`src/rtl/pipe_pkg.sv`:
```
// pipe_pkg: shared state encoding and default widths for the skid pipeline stage
package pipe_pkg;

    typedef enum logic [1:0] {
        EMPTY = 2'd0,
        ONE   = 2'd1,
        TWO   = 2'd2
    } state_t;

    localparam int DATA_W_DEF = 32;
    localparam int CTRL_W_DEF = 3;
    localparam int CNT_W_DEF  = 32;

endpackage

```
`src/rtl/pipe_entry_reg.sv`:
```
// pipe_entry_reg: one pipeline entry (valid bit + payload) with load and clear; clear wins and zeroes ctrl
module pipe_entry_reg
    import pipe_pkg::*;
#(
    parameter int DATA_WIDTH = DATA_W_DEF,
    parameter int CTRL_WIDTH = CTRL_W_DEF
) (
    input  logic                  clk,
    input  logic                  rst_n,
    input  logic                  load,
    input  logic                  clear,
    input  logic [DATA_WIDTH-1:0] d_data,
    input  logic [CTRL_WIDTH-1:0] d_ctrl,
    output logic                  valid,
    output logic [DATA_WIDTH-1:0] data,
    output logic [CTRL_WIDTH-1:0] ctrl
);

    // entry register: invalidation zeroes ctrl, data is left stale
    always_ff @(posedge clk or negedge rst_n) begin
        if (!rst_n) begin
            valid <= 1'b0;
            data  <= '0;
            ctrl  <= '0;
        end else if (clear) begin
            valid <= 1'b0;
            ctrl  <= '0;
        end else if (load) begin
            valid <= 1'b1;
            data  <= d_data;
            ctrl  <= d_ctrl;
        end
    end

endmodule

```
`src/rtl/pipe_skid_stage.sv`:
```
// pipe_skid_stage: two-entry elastic stage (main + skid) with registered in_ready; PIPE_SKID_PERF_EN adds stall/bubble counters
module pipe_skid_stage
    import pipe_pkg::*;
#(
    parameter int DATA_WIDTH = DATA_W_DEF,
    parameter int CTRL_WIDTH = CTRL_W_DEF,
    parameter int CNT_WIDTH  = CNT_W_DEF
) (
    input  logic                  clk,
    input  logic                  rst_n,
    input  logic                  flush,
    input  logic                  in_valid,
    output logic                  in_ready,
    input  logic [DATA_WIDTH-1:0] in_data,
    input  logic [CTRL_WIDTH-1:0] in_ctrl,
    output logic                  out_valid,
    input  logic                  out_ready,
    output logic [DATA_WIDTH-1:0] out_data,
    output logic [CTRL_WIDTH-1:0] out_ctrl
`ifdef PIPE_SKID_PERF_EN
    ,
    output logic [CNT_WIDTH-1:0]  stall_cnt,
    output logic [CNT_WIDTH-1:0]  bubble_cnt
`endif
);

    state_t state, state_nx;
    logic accept, release_;
    logic m_load, m_clear, s_load, s_clear;
    logic s_valid;
    logic [DATA_WIDTH-1:0] s_data, m_d_data;
    logic [CTRL_WIDTH-1:0] s_ctrl, m_d_ctrl;

    assign accept   = in_valid && in_ready;
    assign release_ = out_valid && out_ready;
    // main refills from the skid whenever the skid holds the older entry
    assign m_d_data = s_valid ? s_data : in_data;
    assign m_d_ctrl = s_valid ? s_ctrl : in_ctrl;

    // state register and registered in_ready (no path from out_ready)
    always_ff @(posedge clk or negedge rst_n) begin
        if (!rst_n) begin
            state    <= EMPTY;
            in_ready <= 1'b0;
        end else begin
            state    <= state_nx;
            in_ready <= (state_nx != TWO);
        end
    end

    // next state and entry load/clear strobes; flush overrides everything
    always_comb begin
        state_nx = state;
        m_load   = 1'b0;
        m_clear  = 1'b0;
        s_load   = 1'b0;
        s_clear  = 1'b0;
        if (flush) begin
            state_nx = EMPTY;
            m_clear  = 1'b1;
            s_clear  = 1'b1;
        end else begin
            case (state)
                EMPTY: if (accept) begin
                    state_nx = ONE;
                    m_load   = 1'b1;
                end
                ONE: if (accept && release_) begin
                    m_load = 1'b1;
                end else if (accept) begin
                    state_nx = TWO;
                    s_load   = 1'b1;
                end else if (release_) begin
                    state_nx = EMPTY;
                    m_clear  = 1'b1;
                end
                TWO: if (release_) begin
                    state_nx = ONE;
                    m_load   = 1'b1;
                    s_clear  = 1'b1;
                end
                default: state_nx = EMPTY;
            endcase
        end
    end

    pipe_entry_reg #(.DATA_WIDTH(DATA_WIDTH), .CTRL_WIDTH(CTRL_WIDTH)) u_main (
        .clk    (clk),
        .rst_n  (rst_n),
        .load   (m_load),
        .clear  (m_clear),
        .d_data (m_d_data),
        .d_ctrl (m_d_ctrl),
        .valid  (out_valid),
        .data   (out_data),
        .ctrl   (out_ctrl)
    );

    pipe_entry_reg #(.DATA_WIDTH(DATA_WIDTH), .CTRL_WIDTH(CTRL_WIDTH)) u_skid (
        .clk    (clk),
        .rst_n  (rst_n),
        .load   (s_load),
        .clear  (s_clear),
        .d_data (in_data),
        .d_ctrl (in_ctrl),
        .valid  (s_valid),
        .data   (s_data),
        .ctrl   (s_ctrl)
    );

`ifdef PIPE_SKID_PERF_EN
    // saturating stall/bubble counters; only reset clears them, flush does not
    always_ff @(posedge clk or negedge rst_n) begin
        if (!rst_n) begin
            stall_cnt  <= '0;
            bubble_cnt <= '0;
        end else begin
            if (out_valid && !out_ready && stall_cnt != '1)
                stall_cnt <= stall_cnt + 1'b1;
            if (!out_valid && !flush && bubble_cnt != '1)
                bubble_cnt <= bubble_cnt + 1'b1;
        end
    end
`endif

endmodule
```
`config.mk`:
```
export PLATFORM = sky130hd
export DESIGN_NAME = pipe_skid_stage
export DESIGN_NICKNAME = d
export VERILOG_FILES = /design/src/rtl/pipe_pkg.sv /design/src/rtl/pipe_entry_reg.sv /design/src/rtl/pipe_skid_stage.sv
export SDC_FILE = /design/constraint.sdc
export NUM_CORES = 1
export LEC_CHECK = 0
export CELL_PAD_IN_SITES_DETAIL_PLACEMENT = 0
export CELL_PAD_IN_SITES_GLOBAL_PLACEMENT = 2
export CORE_ASPECT_RATIO = 2
export CORE_MARGIN = 3
export CORE_UTILIZATION = 32
export CTS_CLUSTER_SIZE = 24
export DETAILED_ROUTE_END_ITERATION = 12
export GPL_ROUTABILITY_DRIVEN = 0
export GPL_TIMING_DRIVEN = 0
export PLACE_DENSITY_LB_ADDON = 0.05
export REMOVE_ABC_BUFFERS = 1
export SLEW_MARGIN = 10
export SYNTH_ARGS = -nofsm -noshare
export SYNTH_HDL_FRONTEND = slang
export SYNTH_SLANG_ARGS = --single-unit
```
`constraint.sdc`:
```
create_clock -name clk -period 2.1 [get_ports clk]
set_clock_uncertainty 0.1 [all_clocks]
set_input_delay 0.525 -clock clk [delete_from_list [all_inputs] [get_ports clk]]
set_output_delay 0.525 -clock clk [all_outputs]
set_load 0.01 [all_outputs]
```
==> key figures, run 1 <==
Pwr
  • P_leak: 2.09 nW
  • P per Cell Area: ~1100 mW/mm²
  • Peak VDD IR: 0.529 mV

Global route
  • First-pass GRT wire length: approximately 13000 µm
  • Initial antenna violation count: 0
  • Largest net degree at the start of global routing: 42
  • Total Routing Usage GR: between 10 and 15%
  • GRT overflow: 0
  • Vias in the first global route: ~2.4k

Floorplanning
  • # IOs: 77
  • Core region area: around 0.011 mm²
  • Initial core utilization: 32.8%
  • DIE AREA: roughly 0.012 mm²
  • Rows: 53
  • Die Width: roughly 80 µm
  • Die height: approximately 150 µm

Place
  • DP Area: around 0.0044 mm²
  • HPWL after DPL: ~5000 µm
  • Port Buffers: between 70 and 80
  • DP Worst Slack: -798 ps

Logic synthesis
  • EDFF count, synth: 0
  • Seq/Total Area, Yosys: about 54%
  • Adder-Cell Fraction of Synth Area: 0%
  • Synth Area in Compound Gates: 3.40%
  • Top-area cell type share of the netlist area: between 50% and 60%
  • Ys Warns: 0
  • Synth Register Bits: 75
  • Post-Syn Area: about 0.0035 mm²
  • Mux cell area share after synthesis: 34.5%
  • Synth area leaders: dfrtp_1, mux2_2, mux2_4
  • Post-synthesis xor/xnor area fraction: 0%
  • Cell accounting for the most synthesized area: dfrtp_1
  • Main flop type after synthesis: dfrtp_1
  • Post-Syn Instances: between 200 and 250
  • Simple-gate share of the synthesized area: approximately 4.3%
  • Synth unique cells: 26
  • Mapped Avg Cell Area: 14.9 µm²
  • Largest family of logic cells by synthesized area: multiplexers
  • Async set-reset flop share out of synthesis: 100%

Setup path
  • Setup crit start kind: input pin
  • R2R setup slack: 280 ps
  • CP Max Fanout: 7
  • Critical Path AT: 2100 ps
  • Worst R2R Path Depth: 5
  • Worst Path Required: roughly 2200 ps
  • Crit Path Class: in -> reg
  • Crit. End Element: register
  • Reg2reg start: state[1]$_DFF_PN0_
  • RR Endpoint: u_main.data[0]$_DFFE_PN0P_

CTS
  • Clk_lat worst skew: between 300 and 400 ps
  • Num Clock Sinks: between 70 and 80
  • Root buf cell: clkbuf_16
  • CTS Hold Bufs: 0
  • CTS tree: done
  • Max Root-Sink Buffers: 2
  • CTS clock-pin slew for the worst setup and hold paths: 60 ps
  • Cts bufs inserted: 9
  • H-tree depth: 3

Finish
  • Fin area: ~0.0049 mm²
  • N_diodes: 0
  • Layout area overhead: 40.7%
  • Most frequent cells in the layout: dfrtp_1, clkdlybuf4s50_1, mux2_2, mux2_4, mux2_1
  • Share of cells above drive strength 1: 35.0%
  • Final core occ: 46.2%
  • Final nets: about 360

Worst hold path
  • Hold/Removal Path Class: in -> async

Drt
  • Residual DRC: 0
  • DRT antenna net count: 0
  • Iteration-0 DRC Markers: 74
  • Mean number of vias per cell: around 4.6
  • Routed vias: between 2k and 2.5k
  • WL final: slightly below 8000 µm
  • Detailed Routing Iterations Pass 1: 4
  • Wire length per cell: between 15 and 20 µm

Timing
  • Fmax: just over 0.5 GHz
  • Final critical path time including I/O delays and setup: around 2000 ps
  • Setup Viol. Count Final: 0
  • Hold slack: around 55 ps
  • RSZ-0062 raised after global routing: false
  • Tcrit/Tclk final: a little over nine tenths
  • Worst slew pin tran: 526 ps
  • Relative slew margins: between 60% and 70%
  • Setup WS post-layout: between 100 and 150 ps
  • Pins Over Slew Limit: 0
  • Final Hold Fails: 0
  • Fin Setup TNS: 0 ps

Status
  • Status: complete, no violations

Run
  • Max-cap viol count: 0
[per-stage QoR]
step | std cells | total power, mW
after floorplan | 221 | 3.02
after global placement | 434 | 3.76
after detailed placement | 439 | 3.80
after CTS | 465 | 5.69
after global routing | 466 | 5.90
final | 466 | 5.59
[cell usage after synthesis (all sizes together) (2+ instances only)]
master and instances:
o221a 3, o21a 2, dfrtp 75, nand3 7, nor3 6, buf 8, mux2 96, a21oi 6
o21ai 4, clkbuf 3, nand2 10, inv 5
[registers in the layout, indices dropped and copies added (netlist names)]
signal and cells:
in_ready 1, state 2, u_main.ctrl 3, u_main.data 32, u_main.valid 1, u_skid.ctrl 3
u_skid.data 32, u_skid.valid 1
[repair_timing]
action	4_1_cts	5_1_grt
cloned	1	0
gates resized for setup	2	1
setup endpoints to repair	62	32
endpoints found under the hold margin	0	0
pin swaps	2	3
setup buffers	9	1
[metal layers]
| metal | part of all wire, % | global-route usage [%] | vias to the layer above |
|---|---|---|---|
| met2 | 52 | 22.4 | 54 |
| met5 | 0 | 0 | - |
| met1 | 40 | 16.5 | 1083 |
| met3 | 4.9 | 4.25 | 12 |
| li1 | - | - | 1011 |
| met4 | 2.5 | 6.31 | 0 |
[critical path, stage by stage]
cell and delay, ps:
clkdlybuf4s50_1 510, nand3_1 150, a21oi_4 240, o21a_4 200, buf_12 140, mux2_2 320
[final cells by class]
type                    instances  area, µm²
inverters                       5       18.8
clock inverters                 4       97.6
clock buffers                  12        246
repair buffers                 91        975
well taps                     137        171
flip-flops and latches         75       1880
multi-input cells             142       1480
fillers                       976       5680
[logic make-up after synthesis]
family	after synthesis
AOI/OAI and AO/OA	15
and+or+nand+nor	30
DFF	75
muxes	96
buffers and inverters	16
[how the worst max path moves through the flow]
stage | cells past startpoint | endpoint | start | slack [ps]
floorplan | 3 | u_skid.data[0]$_DFFE_PN0P_ | in_valid | -630
global placement | 1 | u_main.data[21]$_DFFE_PN0P_ | rst_n | -2470
detailed placement | 5 | u_main.data[0]$_DFFE_PN0P_ | in_valid | -800
CTS | 6 | u_main.data[1]$_DFFE_PN0P_ | in_valid | 2
global route | 6 | u_main.data[1]$_DFFE_PN0P_ | out_ready | 60
finish | 6 | u_main.data[0]$_DFFE_PN0P_ | out_ready | 120
[report_power, final]
group | switching, mW | internal (mW)
Combinational | 0.511 | 1.07
Clock | 0.586 | 1.19
Sequential | 0.273 | 1.96
Note: power is estimated with default switching activity, not from simulation.
==> run 2: changes to the inputs <==
Clock period 2.1 ns to 2.4 ns, I/O delays scaled along.
==> key figures, run 2 (synthesis gave the netlist of run 1 again) <==
Status
  • Status: complete, no violations

Timing
  • Setup Viol. Count Final: 0
  • Fmax: around 0.43 GHz
  • Pins Over Slew Limit: 0
  • Setup WS post-layout: roughly 99 ps
  • Final Hold Fails: 0
  • Worst slew pin tran: between 500 and 600 ps
  • Relative slew margins: 64.2%
  • Final critical path time including I/O delays and setup: approximately 2300 ps
  • Tcrit/Tclk final: 95.9%
  • RSZ-0062 raised after global routing: false

Floorplanning
  • Die height: ~150 µm
  • Core region area: 0.0105 mm²
  • Initial core utilization: 32.8%
  • Rows: 53
  • DIE AREA: 0.0122 mm²
  • Die Width: 79.5 µm
  • # IOs: 77

CTS
  • Root buf cell: clkbuf_16
  • CTS clock-pin slew for the worst setup and hold paths: roughly 60 ps
  • CTS tree: done
  • Num Clock Sinks: 75
  • Clk_lat worst skew: ~330 ps
  • Cts bufs inserted: 9
  • Max Root-Sink Buffers: 2
  • H-tree depth: 3

Pwr
  • P_leak: between 2 and 2.5 nW
  • P per Cell Area: between 1000 and 1500 mW/mm²
  • Peak VDD IR: roughly 0.46 mV

Finish
  • Share of cells above drive strength 1: 34.2%
  • Layout area overhead: 39.6%
  • Final nets: between 300 and 400
  • Non-filler instance count after layout: between 400 and 500
  • N_diodes: 0
  • Most frequent cells in the layout: clkdlybuf4s50_1, dfrtp_1, mux2_2, mux2_4, mux2_1
  • Commonest non-fill, non-tap cell in the layout: clkdlybuf4s50_1
  • Largest registers: u_main.data x32, u_skid.data x32

Drt
  • Wire length per cell: 16.9 µm
  • WL final: just under 8000 µm
  • Residual DRC: 0
  • Detailed Routing Iterations Pass 1: 4
  • Iteration-0 DRC Markers: 67
  • Mean number of vias per cell: 4.68
  • DRT antenna net count: 0
  • Routed vias: 2162

Setup path
  • Reg2reg start: state[1]$_DFF_PN0_
  • Setup crit start kind: input pin
  • Crit Path Class: in -> reg
  • Critical Path AT: 2420 ps
  • RR Endpoint: u_main.data[0]$_DFFE_PN0P_
  • Worst-path cell chain: clkdlybuf4s50_1, nand3b_1, nor2_2, o21a_4, buf_12, mux2_2
  • Worst path slowest cell: clkdlybuf4s50_1
  • CP Max Fanout: 8
  • Buf+Inv Stages, Crit Path: 2
  • Worst R2R Path Depth: 5
  • Crit. End Element: register
  • Worst Setup SP: in_valid
  • Worst Path Required: 2520 ps
  • CP max stage delay: roughly 550 ps
  • Crit path max-delay family: buffers and inverters
  • R2R setup slack: 420 ps

Global route
  • Total Routing Usage GR: between 10 and 15%
  • Initial antenna violation count: 0
  • Vias in the first global route: about 2.4k
  • Largest net degree at the start of global routing: 42
  • GRT overflow: 0
  • First-pass GRT wire length: 12800 µm

Worst hold path
  • Hold/Removal Path Class: in -> async

Place
  • HPWL after DPL: 5090 µm
  • DP Worst Slack: -573 ps
  • Dpl cells: 439
  • Port Buffers: between 70 and 80

Run
  • Max-cap viol count: 0
==> run 2: changes by cell type in the layout (fill, tap and decap cells not counted), sizes merged <==
cell / before / now
clkdlybuf4s50: 74 / 75
dlymetal6s2s: 1 / 0
buf: 16 / 12
==> run 2: area by class of cell <==
type / count / area, µm²
fillers: 979 / 5710
flip-flops and latches: 75 / 1880
multi-input cells: 142 / 1480
repair buffers: 87 / 942
clock buffers: 12 / 246
well taps: 137 / 171
clock inverters: 4 / 97.6
inverters: 5 / 18.8
==> run 2: worst max path at each step <==
stage | endpoint | slack (ps) | cells after the start
2_1_floorplan | u_skid.data[0]$_DFFE_PN0P_ | -410 | 3
3_3_place_gp | u_main.data[21]$_DFFE_PN0P_ | -2250 | 1
3_5_place_dp | u_main.data[0]$_DFFE_PN0P_ | -570 | 5
4_1_cts | u_skid.data[21]$_DFFE_PN0P_ | 100 | 5
5_1_grt | u_main.data[1]$_DFFE_PN0P_ | 20 | 6
6_report | u_main.data[0]$_DFFE_PN0P_ | 100 | 6
==> run 2: what timing repair did <==
action / 4_1_cts / 5_1_grt
hold buffers: 0 / 0
buffers inserted: 6 / 0
setup endpoints to repair: 32 / 0
resized for setup: 1 / 0
==> run 2: where the power goes <==
group	switching [mW]	internal [mW]
clock	0.508	1.04
combinational	0.445	0.928
sequential	0.240	1.71
==> run 2: per-stage QoR <==
step                      power (mW)  util (%)  area, µm²  setup TNS (ps)  hold slack [ps]
after global placement          3.29      40.7       4290         -257820              368
after floorplan                 2.65         -       3360          -13000              204
after detailed placement        3.32      41.5       4380          -23380              377
after global routing            5.16      45.8       4830               0              150
after CTS                       4.97      45.8       4830               0              146
final                           4.88      45.8       4830               0              127
==> run 2: worst register-to-register path, cell delays in order, from the launching register on <==
cell and delay [ps]:
dfrtp_1 430, nand3b_1 250, nor2_2 400, o21a_4 220, buf_12 140, mux2_2 330
==> run 2: per-layer routing <==
metal	vias to the layer above	wire [µm]	part of all wire [%]	GRT usage [%]
met3	11	350	4.5	4.25
li1	1004	-	-	-
met2	54	4130	53	22.5
met1	1093	3120	40	16.5
met4	0	187	2.4	6.31
met5	-	0	0	0
==> run 3: changes to the inputs <==
Settings changed: CORE_UTILIZATION 32 to 37.
==> key figures, run 3 (synthesis gave the netlist of run 1 again) <==
Status
  • Status: complete, no violations

Timing
  • Tcrit/Tclk final: between 90% and 100%
  • RSZ-0062 raised after global routing: false
  • Setup WS post-layout: about 100 ps
  • Relative slew margins: a little under three quarters
  • Fmax: around 0.44 GHz
  • Final Hold Fails: 0
  • Pins Over Slew Limit: 0
  • Final critical path time including I/O delays and setup: roughly 2300 ps
  • Worst slew pin tran: approximately 420 ps
  • Setup Viol. Count Final: 0

Global route
  • Vias in the first global route: 2377
  • Total Routing Usage GR: 15.7%
  • First-pass GRT wire length: about 12000 µm
  • Initial antenna violation count: 0
  • GRT overflow: 0
  • Largest net degree at the start of global routing: 53

Finish
  • Layout area overhead: 37.7%
  • Largest registers: u_main.data x32, u_skid.data x32
  • Final nets: 358
  • Fillcell total: about 800
  • Fin area: between 0.004 and 0.005 mm²
  • Non-filler instance count after layout: around 430
  • Most frequent cells in the layout: clkdlybuf4s50_1, dfrtp_1, mux2_2, mux2_4, mux2_1
  • Commonest non-fill, non-tap cell in the layout: clkdlybuf4s50_1
  • Share of cells above drive strength 1: 34.4%
  • N_diodes: 0

Pwr
  • Logic pwr share: between 20% and 30%
  • Clock power share: about a third
  • Sw power: between 1 and 1.5 mW
  • Sequential power share: about two fifths
  • Peak VDD IR: between 0.6 and 0.7 mV
  • P_leak: approximately 2.1 nW
  • Sw Ratio: around 25%
  • P per Cell Area: about 1000 mW/mm²
  • P_int: about 3.7 mW

Setup path
  • Worst Path Required: between 2000 and 3000 ps
  • Crit Path Class: in -> reg
  • Critical Path AT: approximately 2400 ps
  • R2R setup slack: 410 ps
  • RR Endpoint: u_main.data[1]$_DFFE_PN0P_
  • Setup crit start kind: input pin
  • Worst R2R Path Depth: 5
  • CP Max Fanout: 8
  • Reg2reg start: state[1]$_DFF_PN0_
  • Crit. End Element: register

Drt
  • Routed vias: between 2k and 2.5k
  • Iteration-0 DRC Markers: 94
  • Met2 WL: around 4000 µm
  • Wl on met1: between 3000 and 4000 µm
  • Met3 WL: ~340 µm
  • Mean number of vias per cell: 5.12
  • DR top layer: met4
  • Detailed Routing Iterations Pass 1: 3
  • Residual DRC: 0
  • WL final: approximately 7600 µm
  • DRT antenna net count: 0
  • Wire length per cell: between 15 and 20 µm

Floorplanning
  • # IOs: 77
  • Rows: 49
  • Die height: about 140 µm
  • Die Width: around 74 µm
  • DIE AREA: 0.0106 mm²
  • Core region area: between 0.009 and 0.01 mm²
  • Initial core utilization: a little under two fifths

Run
  • Max-cap viol count: 0

Place
  • Port Buffers: 76
  • DP Area: 0.00433 mm²
  • Dpl cells: around 400
  • DP Worst Slack: -565 ps
  • HPWL after DPL: just under 5000 µm

Worst hold path
  • Hold/Removal Path Class: in -> async

CTS
  • Max Root-Sink Buffers: 2
  • H-tree depth: 3
  • Cts bufs inserted: 9
  • CTS clock-pin slew for the worst setup and hold paths: 60 ps
  • Clk_lat worst skew: approximately 330 ps
  • Root buf cell: clkbuf_16
  • Num Clock Sinks: 75
  • CTS tree: done
## run 3: cell type report
class                   instances  area, µm²  area share (%)
inverters                       5       18.8           0.394
clock buffers                  13        280            5.88
multi-input cells             142       1480            31.0
well taps                     102        128            2.68
flip-flops and latches         75       1880            39.4
repair buffers                 85        916            19.2
clock inverters                 3       67.6            1.42
## run 3: metal layers
metal	vias up	GRT usage (%)
met5	-	0
met4	0	5.63
met3	9	4.58
met2	49	25.9
met1	1112	19.1
li1	1005	-
## run 3: how the worst max path moves through the flow
stage	start	end	slack, ps
after floorplan	in_valid	u_skid.data[0]$_DFFE_PN0P_	-410
final	in_valid	u_main.data[1]$_DFFE_PN0P_	100
after global placement	rst_n	u_main.data[0]$_DFFE_PN0P_	-2160
after detailed placement	in_valid	u_main.data[1]$_DFFE_PN0P_	-570
after global routing	in_valid	u_main.data[1]$_DFFE_PN0P_	20
after CTS	in_valid	u_main.data[29]$_DFFE_PN0P_	1
## run 3: power groups by stage
stage / Combinational [mW] / Sequential [mW] / Clock [mW]
after floorplan: 0.625 / 2.02 / 0
after global placement: 1.31 / 1.97 / 0
after detailed placement: 1.36 / 1.97 / 0
after CTS: 1.39 / 1.95 / 1.58
after global routing: 1.49 / 2.00 / 1.63
final: 1.38 / 1.95 / 1.54
## run 3: what timing repair did
item | in CTS | in global routing
gates resized for setup | 1 | 0
endpoints found under the setup margin | 32 | 17
hold buffers | 0 | 0
cloned | 1 | 0
buffers inserted | 2 | 3
## run 3: per-stage QoR
stage | hold WS [ps] | setup TNS [ps] | util, % | power (mW)
after floorplan | 204 | -13000 | - | 2.65
after global placement | 368 | -250640 | 46.8 | 3.28
after detailed placement | 379 | -20410 | 47.7 | 3.32
after CTS | 72.1 | 0 | 52.1 | 4.92
after global routing | 78.4 | 0 | 52.5 | 5.13
final | 70.2 | 0 | 52.5 | 4.86
## run 3: critical path, stage by stage
cell	delay, ps
clkdlybuf4s50_1	540
nand3b_1	180
nor2_2	400
o21a_4	220
buf_12	140
mux2_2	330
